`src/rtl/opo_package.sv`:
```
// Shared widths, FSM state type and constants for the sync demodulator.
package opo_package;

    localparam int unsigned word_width         = 16;
    localparam int unsigned config_reg_width   = 16;
    localparam int unsigned DEMOD_FLUSH_CYCLES = 2;

    typedef enum logic [1:0] {
        IDLE  = 2'd0,
        INTEG = 2'd1,
        FLUSH = 2'd2,
        DONE  = 2'd3
    } demod_state_t;

endpackage

```
`src/rtl/sat_accumulator.sv`:
```
// Signed accumulator with synchronous clear, enable and sticky saturation.
module sat_accumulator #(
    parameter int unsigned ACC_WIDTH = 48,
    parameter int unsigned IN_WIDTH  = 32
) (
    input  logic                        clk,
    input  logic                        rst,
    input  logic                        clear,
    input  logic                        en,
    input  logic signed [IN_WIDTH-1:0]  addend,
    output logic signed [ACC_WIDTH-1:0] acc
);

    localparam logic signed [ACC_WIDTH:0] ACC_MAX = {2'b00, {(ACC_WIDTH-1){1'b1}}};
    localparam logic signed [ACC_WIDTH:0] ACC_MIN = {2'b11, {(ACC_WIDTH-1){1'b0}}};

    logic signed [ACC_WIDTH:0] sum_c;
    logic                      saturated;

    // One guard bit is enough: both operands lie inside the ACC_WIDTH range.
    always_comb begin
        sum_c = {acc[ACC_WIDTH-1], acc} + (ACC_WIDTH+1)'(addend);
    end

    // Accumulate; once a bound is hit the sum is frozen until the next clear.
    always_ff @(posedge clk or negedge rst) begin
        if (!rst) begin
            acc       <= '0;
            saturated <= 1'b0;
        end else if (clear) begin
            acc       <= '0;
            saturated <= 1'b0;
        end else if (en && !saturated) begin
            if (sum_c > ACC_MAX) begin
                acc       <= ACC_MAX[ACC_WIDTH-1:0];
                saturated <= 1'b1;
            end else if (sum_c < ACC_MIN) begin
                acc       <= ACC_MIN[ACC_WIDTH-1:0];
                saturated <= 1'b1;
            end else begin
                acc <= sum_c[ACC_WIDTH-1:0];
            end
        end
    end

endmodule

```
`src/rtl/sync_demod_accumulator.sv`:
```
// Lock-in style I/Q demodulator: multiplies samples by sin/cos references and
// integrates over a programmed number of valid samples.
// Optional feature macro: SYNC_DEMOD_PEAK_DETECT_EN (peak_max/peak_min tracking).
module sync_demod_accumulator
    import opo_package::*;
#(
    parameter int unsigned ACC_WIDTH = 48
) (
    input  logic                               clk,
    input  logic                               rst,
    input  logic                               start,
    input  logic        [config_reg_width-1:0] num_samples,
    input  logic signed [word_width-1:0]       sample_in,
    input  logic                               sample_in_valid,
    input  logic signed [word_width-1:0]       ref_sin,
    input  logic signed [word_width-1:0]       ref_cos,
    output logic signed [ACC_WIDTH-1:0]        i_out,
    output logic signed [ACC_WIDTH-1:0]        q_out,
    output logic                               result_valid,
    output logic                               busy,
    output logic signed [word_width-1:0]       peak_max,
    output logic signed [word_width-1:0]       peak_min
);

    localparam int unsigned PROD_WIDTH  = 2 * word_width;
    localparam int unsigned FLUSH_WIDTH = $clog2(DEMOD_FLUSH_CYCLES + 1);

    demod_state_t                    state;
    logic [config_reg_width-1:0]     count;
    logic [config_reg_width-1:0]     target;
    logic [FLUSH_WIDTH-1:0]          flush_count;
    logic signed [PROD_WIDTH-1:0]    prod_sin;
    logic signed [PROD_WIDTH-1:0]    prod_cos;
    logic                            prod_valid;
    logic signed [ACC_WIDTH-1:0]     acc_i;
    logic signed [ACC_WIDTH-1:0]     acc_q;
    logic                            start_ok_c;
    logic                            accept_c;

    // Start only counts in IDLE once the previous result cycle has passed.
    always_comb begin
        start_ok_c = start && !busy && (state == IDLE);
        accept_c   = sample_in_valid && (state == INTEG);
    end

    // Measurement sequencer with registered busy/result outputs.
    always_ff @(posedge clk or negedge rst) begin
        if (!rst) begin
            state        <= IDLE;
            count        <= '0;
            target       <= '0;
            flush_count  <= '0;
            busy         <= 1'b0;
            result_valid <= 1'b0;
            i_out        <= '0;
            q_out        <= '0;
        end else begin
            result_valid <= 1'b0;
            case (state)
                IDLE: begin
                    if (start_ok_c) begin
                        target <= num_samples;
                        count  <= '0;
                        busy   <= 1'b1;
                        state  <= (num_samples == '0) ? DONE : INTEG;
                    end else begin
                        busy <= 1'b0;
                    end
                end
                INTEG: begin
                    if (sample_in_valid) begin
                        count <= count + config_reg_width'(1);
                        if (count == target - config_reg_width'(1)) begin
                            flush_count <= '0;
                            state       <= FLUSH;
                        end
                    end
                end
                FLUSH: begin
                    flush_count <= flush_count + FLUSH_WIDTH'(1);
                    if (flush_count == FLUSH_WIDTH'(DEMOD_FLUSH_CYCLES - 1)) begin
                        state <= DONE;
                    end
                end
                DONE: begin
                    i_out        <= acc_i;
                    q_out        <= acc_q;
                    result_valid <= 1'b1;
                    state        <= IDLE;
                end
                default: state <= IDLE;
            endcase
        end
    end

    // Product stage: one register of sample*reference per accepted sample.
    always_ff @(posedge clk or negedge rst) begin
        if (!rst) begin
            prod_sin   <= '0;
            prod_cos   <= '0;
            prod_valid <= 1'b0;
        end else begin
            prod_valid <= accept_c;
            if (accept_c) begin
                prod_sin <= sample_in * ref_sin;
                prod_cos <= sample_in * ref_cos;
            end
        end
    end

    sat_accumulator #(
        .ACC_WIDTH (ACC_WIDTH),
        .IN_WIDTH  (PROD_WIDTH)
    ) u_acc_i (
        .clk    (clk),
        .rst    (rst),
        .clear  (start_ok_c),
        .en     (prod_valid),
        .addend (prod_sin),
        .acc    (acc_i)
    );

    sat_accumulator #(
        .ACC_WIDTH (ACC_WIDTH),
        .IN_WIDTH  (PROD_WIDTH)
    ) u_acc_q (
        .clk    (clk),
        .rst    (rst),
        .clear  (start_ok_c),
        .en     (prod_valid),
        .addend (prod_cos),
        .acc    (acc_q)
    );

`ifdef SYNC_DEMOD_PEAK_DETECT_EN
    localparam logic signed [word_width-1:0] WORD_MIN = {1'b1, {(word_width-1){1'b0}}};
    localparam logic signed [word_width-1:0] WORD_MAX = {1'b0, {(word_width-1){1'b1}}};

    logic signed [word_width-1:0] track_max;
    logic signed [word_width-1:0] track_min;

    // Track extremes of accepted samples; publish them with the I/Q result.
    always_ff @(posedge clk or negedge rst) begin
        if (!rst) begin
            track_max <= '0;
            track_min <= '0;
            peak_max  <= '0;
            peak_min  <= '0;
        end else begin
            if (start_ok_c) begin
                track_max <= WORD_MIN;
                track_min <= WORD_MAX;
            end else if (accept_c) begin
                if (sample_in > track_max) track_max <= sample_in;
                if (sample_in < track_min) track_min <= sample_in;
            end
            if (state == DONE) begin
                peak_max <= track_max;
                peak_min <= track_min;
            end
        end
    end
`else
    assign peak_max = '0;
    assign peak_min = '0;
`endif

endmodule

```
`config.mk`:
```
export PLATFORM = sky130hd
export DESIGN_NAME = sync_demod_accumulator
export DESIGN_NICKNAME = d
export VERILOG_FILES = /design/src/rtl/opo_package.sv /design/src/rtl/sat_accumulator.sv /design/src/rtl/sync_demod_accumulator.sv
export SDC_FILE = /design/constraint.sdc
export NUM_CORES = 2
export LEC_CHECK = 0
export CELL_PAD_IN_SITES_DETAIL_PLACEMENT = 1
export CELL_PAD_IN_SITES_GLOBAL_PLACEMENT = 2
export CORE_AREA = 3 3 360 362
export CTS_CLUSTER_DIAMETER = 60
export DETAILED_ROUTE_END_ITERATION = 8
export DIE_AREA = 0 0 363 365
export DONT_BUFFER_PORTS = 1
export GPL_ROUTABILITY_DRIVEN = 0
export GPL_TIMING_DRIVEN = 0
export MAX_ROUTING_LAYER = met4
export PLACE_DENSITY_LB_ADDON = 0.1
export SETUP_SLACK_MARGIN = 0.15
export SLEW_MARGIN = 0
export SYNTH_ARGS = -nofsm -noshare
export SYNTH_HDL_FRONTEND = slang
export SYNTH_HIERARCHICAL = 1
export SYNTH_SLANG_ARGS = --single-unit
```
`constraint.sdc`:
```
create_clock -name clk -period 3.2 [get_ports clk]
set_input_delay 0.16 -clock clk [delete_from_list [all_inputs] [get_ports clk]]
set_output_delay 0.16 -clock clk [all_outputs]
set_load 0.005 [all_outputs]
```
# After elaboration in Yosys (flattened, before gate mapping)
# Cells that the tools add are included.
# word_totals
ff_bits	297
wordCells	87
in_bits	68
out_inout_bits	130
# op_classes
muxes	30
n_reduce_logical	22
n_eq_ne	9
add_sub_neg	5
magnitude_cmp	4
mul	2
# op_table
cell	count
two-way mux 48 bit	8
adder 48 x 32 -> 49 bit	2
> comparator 49 x 48 -> 1 bit, second input constant	2
less-than comparator 49 x 48 -> 1 bit, second input constant	2
multiplier 16 x 16 -> 32 bit	2
two-way mux 16 bit	2
one-hot mux 16 bit (2 select lines)	1
adder 16 x 1 -> 16 bit, second input constant	1
== test 16 bit	1
zero test 16 bit	1
subtractor 16 x 1 -> 16 bit, second input constant	1
two-way mux 2 bit	7
two-way mux 1 bit	10
one-hot mux 2 bit (4 select lines)	1
nonzero test 2 bit	4
inequality test 2 bit, second input constant	3
AND reduction 2 bit	3
AND reduction 3 bit	2
nonzero test 3 bit	2
logical AND 1 bit	5
== test 2 x 1 -> 1 bit, second input constant	2
== test 2 bit, second input constant	2
one-hot mux 2 bit (2 select lines)	1
AND reduction 4 bit	1
other kinds (4)	6

# Logic depth before layout (Yosys ltp)
# logic_depth
word_depth	6
depth_mapped	23
ltp_nobuf	21

# By module
# The synthesis kept the hierarchy.
# modules_own_cells
mod	n_inst	cells_per_inst	area_per_inst_um2	seq_area_each_um2
sync_demod_accumulator	1	2934	28192.0	4979.8
sat_accumulator	2	559	4844.6	1226.2

# Worst setup path before layout
# OpenSTA, ideal clock, no wires.
# synth_timing
path_type	input -> register
startpoint	input port ref_sin[1]
endpoint	register prod_sin[31]
setup_slack_ps	-2747
t_arrival_ps	5877
path_buffers	1
required_time_ps	3131
stages	20
setup_time_ps	69
cell_sequence	clkbuf_1 nand2_1 inv_1 fa_1 fa_1 fa_1 fa_1 fa_1 inv_1 fa_1 inv_1 ha_1 and4_1 nor3b_1 a221oi_1 nand3_1 o21ai_0 o21ai_0 or3_1 nand3_1
# synth_via
elab_chain_len	1
# synth_lines
element	line_no	text
start: declaration	sync_demod_accumulator.sv:15	input logic signed [word_width-1:0] ref_sin,
multiplier 16 x 16 -> 32 bit	sync_demod_accumulator.sv:105	prod_sin <= sample_in * ref_sin;
end signal: assignment	sync_demod_accumulator.sv:105	
end: declaration	sync_demod_accumulator.sv:32	logic signed [PROD_WIDTH-1:0] prod_sin;
# No other way between the ends.
# A chain may end at the register's enable or synchronous reset.

# Worst setup path after layout
# layout_timing
startpoint	input port sample_in[7]
endpoint	register prod_cos[29]
# layout_via
elab_chain_len	1
# layout_lines
element	line_no	text
start: declaration	sync_demod_accumulator.sv:13	input logic signed [word_width-1:0] sample_in,
multiplier 16 x 16 -> 32 bit	sync_demod_accumulator.sv:106	prod_cos <= sample_in * ref_cos;
end signal: assignment	sync_demod_accumulator.sv:106	
end: declaration	sync_demod_accumulator.sv:33	logic signed [PROD_WIDTH-1:0] prod_cos;
# No other way between the ends.

==> results by group <==
Timing
  • Final clock period utilization by the worst path: 163.1%
  • Relative slew margins: about two fifths
  • Highest Clock Rate: between 150 and 200 MHz
  • Final hold slack: -740.7 ps
  • Measured slew at the worst slew-check pin: approximately 890 ps
  • Setup slack of the critical path after layout: -2020 ps
  • Hold violation count in the final report: a little under 300
  • Number of failing setup endpoints in the final timing report: between 150 and 200
  • Max-slew violation total from the final report: 0
  • Setup repair after global routing missed its margin: true
  • Maximum clock skew at final layout: 30.73 ps
  • Period minus WS final: about 5200 ps

Clock network
  • Register clock-pin slew on the reported worst setup and hold paths: 50 ps
  • Post-CTS Hold Buffers: 23
  • Worst skew pair latency: around 600 ps
  • CTS Root Buffer Type: sky130_fd_sc_hd__clkbuf_16
  • Sinks on the clock net: ~300
  • Clock tree from TritonCTS: done
  • TritonCTS buffer count: 46
  • Largest buffer count on any clock path: 3
  • CTS H-tree lvls: 2

Status
  • Run status: complete, but fails checks
  • Failing checks: hold timing, setup timing

Layout
  • Post-synthesis to final-layout area growth: 27.88%
  • Number of standard cells in the final layout excluding fillers: slightly above 6000
  • Area used by multi-input combinational logic: 29790 µm²
  • Net count of the finished layout: between 5000 and 6000
  • Fraction of layout cells with a size suffix above 1: 25.54%
  • Seq. cell area: about 7500 µm²
  • Filler cells: 14180

Yosys
  • EDFF count, synth: 0
  • Most instantiated flip-flop cell in the synthesis netlist: sky130_fd_sc_hd__dfrtp_1
  • Cell types occupying the most area after synthesis: sky130_fd_sc_hd__fa_1, sky130_fd_sc_hd__dfrtp_1, sky130_fd_sc_hd__ha_1, sky130_fd_sc_hd__inv_1, sky130_fd_sc_hd__nand2_1
  • Flip-flop and latch count after synthesis: a little under 300
  • Post-synthesis area per instance: approximately 9.3 µm²
  • Library cell occupying the most area in the post-synthesis netlist: sky130_fd_sc_hd__fa_1
  • Gate count of the mapped netlist: ~4000
  • Synth warnings: 6
  • Post-Synthesis Cell Area: between 30000 and 40000 µm²
  • Netlist cell types: 83
  • Area fraction of the dominant cell type after synthesis: roughly 28%
  • Fraction of the yosys area taken by sequential cells: roughly 20%
  • Async set-reset flop share out of synthesis: 100.0%

Routing
  • Detailed-routing iteration count for the pre-antenna-repair pass: 5
  • Vias per cell: around 5
  • Initial drt markers: between 1000 and 1500
  • Routed length per placed instance: between 20 and 25 µm
  • Remaining antenna violation count: 0
  • Total routed wirelength: ~130000 µm
  • DR vias: approximately 30000
  • Remaining routing DRC violations: 0

Worst setup path
  • Data arrival time of the worst path: between 5000 and 6000 ps
  • Startpoint Class: input port
  • Worst reg2reg setup slack: -340 ps
  • Critical path peak fanout: 5
  • Worst R2R Start: prod_sin[31]
  • Setup CP Type: in2reg
  • Required time worst endpoint: 3650 ps
  • End of the worst register-to-register path: u_acc_i/acc[15]
  • Worst Setup End Kind: register
  • R2r worst-path depth: 14

Floorplanning
  • Ports placed on the boundary: between 150 and 200
  • Chip width: about 360 µm
  • Die area: approximately 130000 µm²
  • Placeable core region: between 100000 and 150000 µm²
  • Height of the die: approximately 370 µm
  • Std-Cell Rows: roughly 130
  • Starting density of the core: between 20 and 30%

Hold path
  • Class of the tightest hold or removal check: in2async

Place
  • Number of port buffers: 0
  • Cell count after placement: 5745
  • Dpl hpwl: a little over 100000 µm

Global route
  • Wire length of the first global-routing pass: slightly above 200000 µm
  • Maximum number of pins on one net before global-route repair: 298
  • Total congestion overflow after global routing: 0
  • Total Routing Usage GR: 20.70%
  • Via count of the first global-routing pass: between 30000 and 40000
  • Number of antenna violations at the first check in global routing: 7

Run
  • Max Cap Viol: 0
==> cells in the mapped netlist, drive strengths merged, types with 9 or more instances <==
library cell / count
a221o: 90
or4: 9
nor2b: 35
a211oi: 27
xor2: 70
nor3b: 10
fa: 526
clkbuf: 158
a21o: 78
and3: 19
ha: 267
nor2: 131
buf: 72
nand3: 40
a41oi: 10
o21bai: 24
mux2: 98
o31ai: 15
nand2b: 23
nand2: 478
and2: 260
a21oi: 164
a31oi: 26
o21ai: 153
nand4: 35
or2: 10
o21a: 24
dfrtp: 297
or3: 13
o211ai: 18
xnor2: 100
inv: 636
nor3: 26
nor4: 13
==> area by class of cell <==
class / count / area share, %
multi-input combinational: 2920 / 61.50
tap: 1662 / 4.293
antenna: 4 / 0.02066
clock buffer: 62 / 2.645
buffer: 229 / 5.039
sequential: 297 / 15.40
inverter: 636 / 4.941
timing repair buffer: 271 / 5.651
clock inverter: 22 / 0.5062
==> logic make-up after synthesis <==
kind of cell / after synthesis / synth area share, %
other: 1 / 0.009899
AOI/OAI and AO/OA: 698 / 12.78
buffers and inverters: 866 / 9.344
xor gates and xnor gates: 170 / 3.931
adders and majority gates: 795 / 36.67
and+or+nand+nor: 1120 / 14.55
DFF: 297 / 19.62
muxes: 105 / 3.098
==> per-stage QoR <==
step | TNS [ps] | area (µm²) | worst slack, ps | utilization (%) | hold WS [ps]
floorplan | -78480 | 39230 | -2217 | - | -135.6
global placement | -205890 | 41310 | -3430 | 32.52 | -117.3
detailed placement | -205950 | 41310 | -3382 | 32.52 | -116.8
CTS | -98380 | 46540 | -1970 | 36.63 | -781.3
global route | -116710 | 48430 | -2261 | 38.13 | -782.0
finish | -97880 | 48440 | -2020 | 38.13 | -740.7
==> per-layer routing <==
metal  vias to the layer above  global-route usage (%)  routed length, µm
met5                         -                       -                  0
met4                         0                   3.979               2572
met3                        96                   3.364               6858
met2                       467                   32.94              61540
met1                     15550                   28.01              61820
li1                      13820                       -                  -
==> worst max-delay path, cell delays in order <==
cell and delay [ps]:
sky130_fd_sc_hd__clkbuf_16 140, sky130_fd_sc_hd__and2_4 140, sky130_fd_sc_hd__fa_1 540, sky130_fd_sc_hd__inv_2 40, sky130_fd_sc_hd__fa_2 420, sky130_fd_sc_hd__fa_1 540, sky130_fd_sc_hd__inv_1 50, sky130_fd_sc_hd__fa_1 490
sky130_fd_sc_hd__fa_1 560, sky130_fd_sc_hd__inv_2 40, sky130_fd_sc_hd__fa_1 510, sky130_fd_sc_hd__inv_2 50, sky130_fd_sc_hd__ha_4 270, sky130_fd_sc_hd__nand2_1 60, sky130_fd_sc_hd__a21oi_2 120, sky130_fd_sc_hd__o22a_1 170
sky130_fd_sc_hd__o211ai_1 100, sky130_fd_sc_hd__buf_4 170, sky130_fd_sc_hd__o211ai_1 330, sky130_fd_sc_hd__a41oi_2 190, sky130_fd_sc_hd__and4_1 200, sky130_fd_sc_hd__or3_1 360
==> cell usage in the layout, fill, tap and decap left out, drive strengths merged, types with 13 or more instances in the layout <==
cell and instances:
nand2 478, dlygate4sd3 23, inv 643, a221o 90, and3 19, a21oi 164, xnor2 100, a21o 78
mux2 98, nor2 131, nand2b 23, nor2b 35, a31oi 26, a211oi 27, ha 267, fa 526
nand4 35, o21ai 153, clkbuf 207, o21bai 24, nand3 40, o31ai 15, dfrtp 297, or3 13
nor3 26, buf 332, xor2 70, o211ai 18, o21a 24, conb 32, and2 260, nor4 13
==> sequential cells by signal (all words and copies together) (netlist names) <==
name	cells
u_acc_i/acc	48
i_out	48
result_valid	1
flush_count	2
q_out	48
state	2
busy	1
prod_cos	32
u_acc_q/acc	48
target	16
prod_valid	1
u_acc_i/saturated	1
count	16
u_acc_q/saturated	1
prod_sin	32
==> worst max path at each step <==
stage	slack [ps]	to	cells past startpoint	from
2_1_floorplan	-2220	prod_cos[29]	21	sample_in[12]
3_3_place_gp	-3430	prod_sin[31]	19	sample_in[12]
3_5_place_dp	-3380	prod_cos[27]	21	sample_in[10]
4_1_cts	-1970	prod_cos[27]	23	sample_in[5]
5_1_grt	-2260	prod_cos[27]	23	sample_in[5]
6_report	-2020	prod_cos[29]	22	sample_in[7]
==> repair_timing <==
| item | CTS | global route |
|---|---|---|
| endpoints found under the hold margin | 321 | 297 |
| setup buffers | 140 | 91 |
| pin swaps | 274 | 189 |
| gates resized for setup | 491 | 323 |
| cloned | 12 | 5 |
| setup endpoints to repair | 217 | 175 |
Power is not shown: default switching activity piles up to over one toggle a cycle in this logic, so the estimate is an artifact.
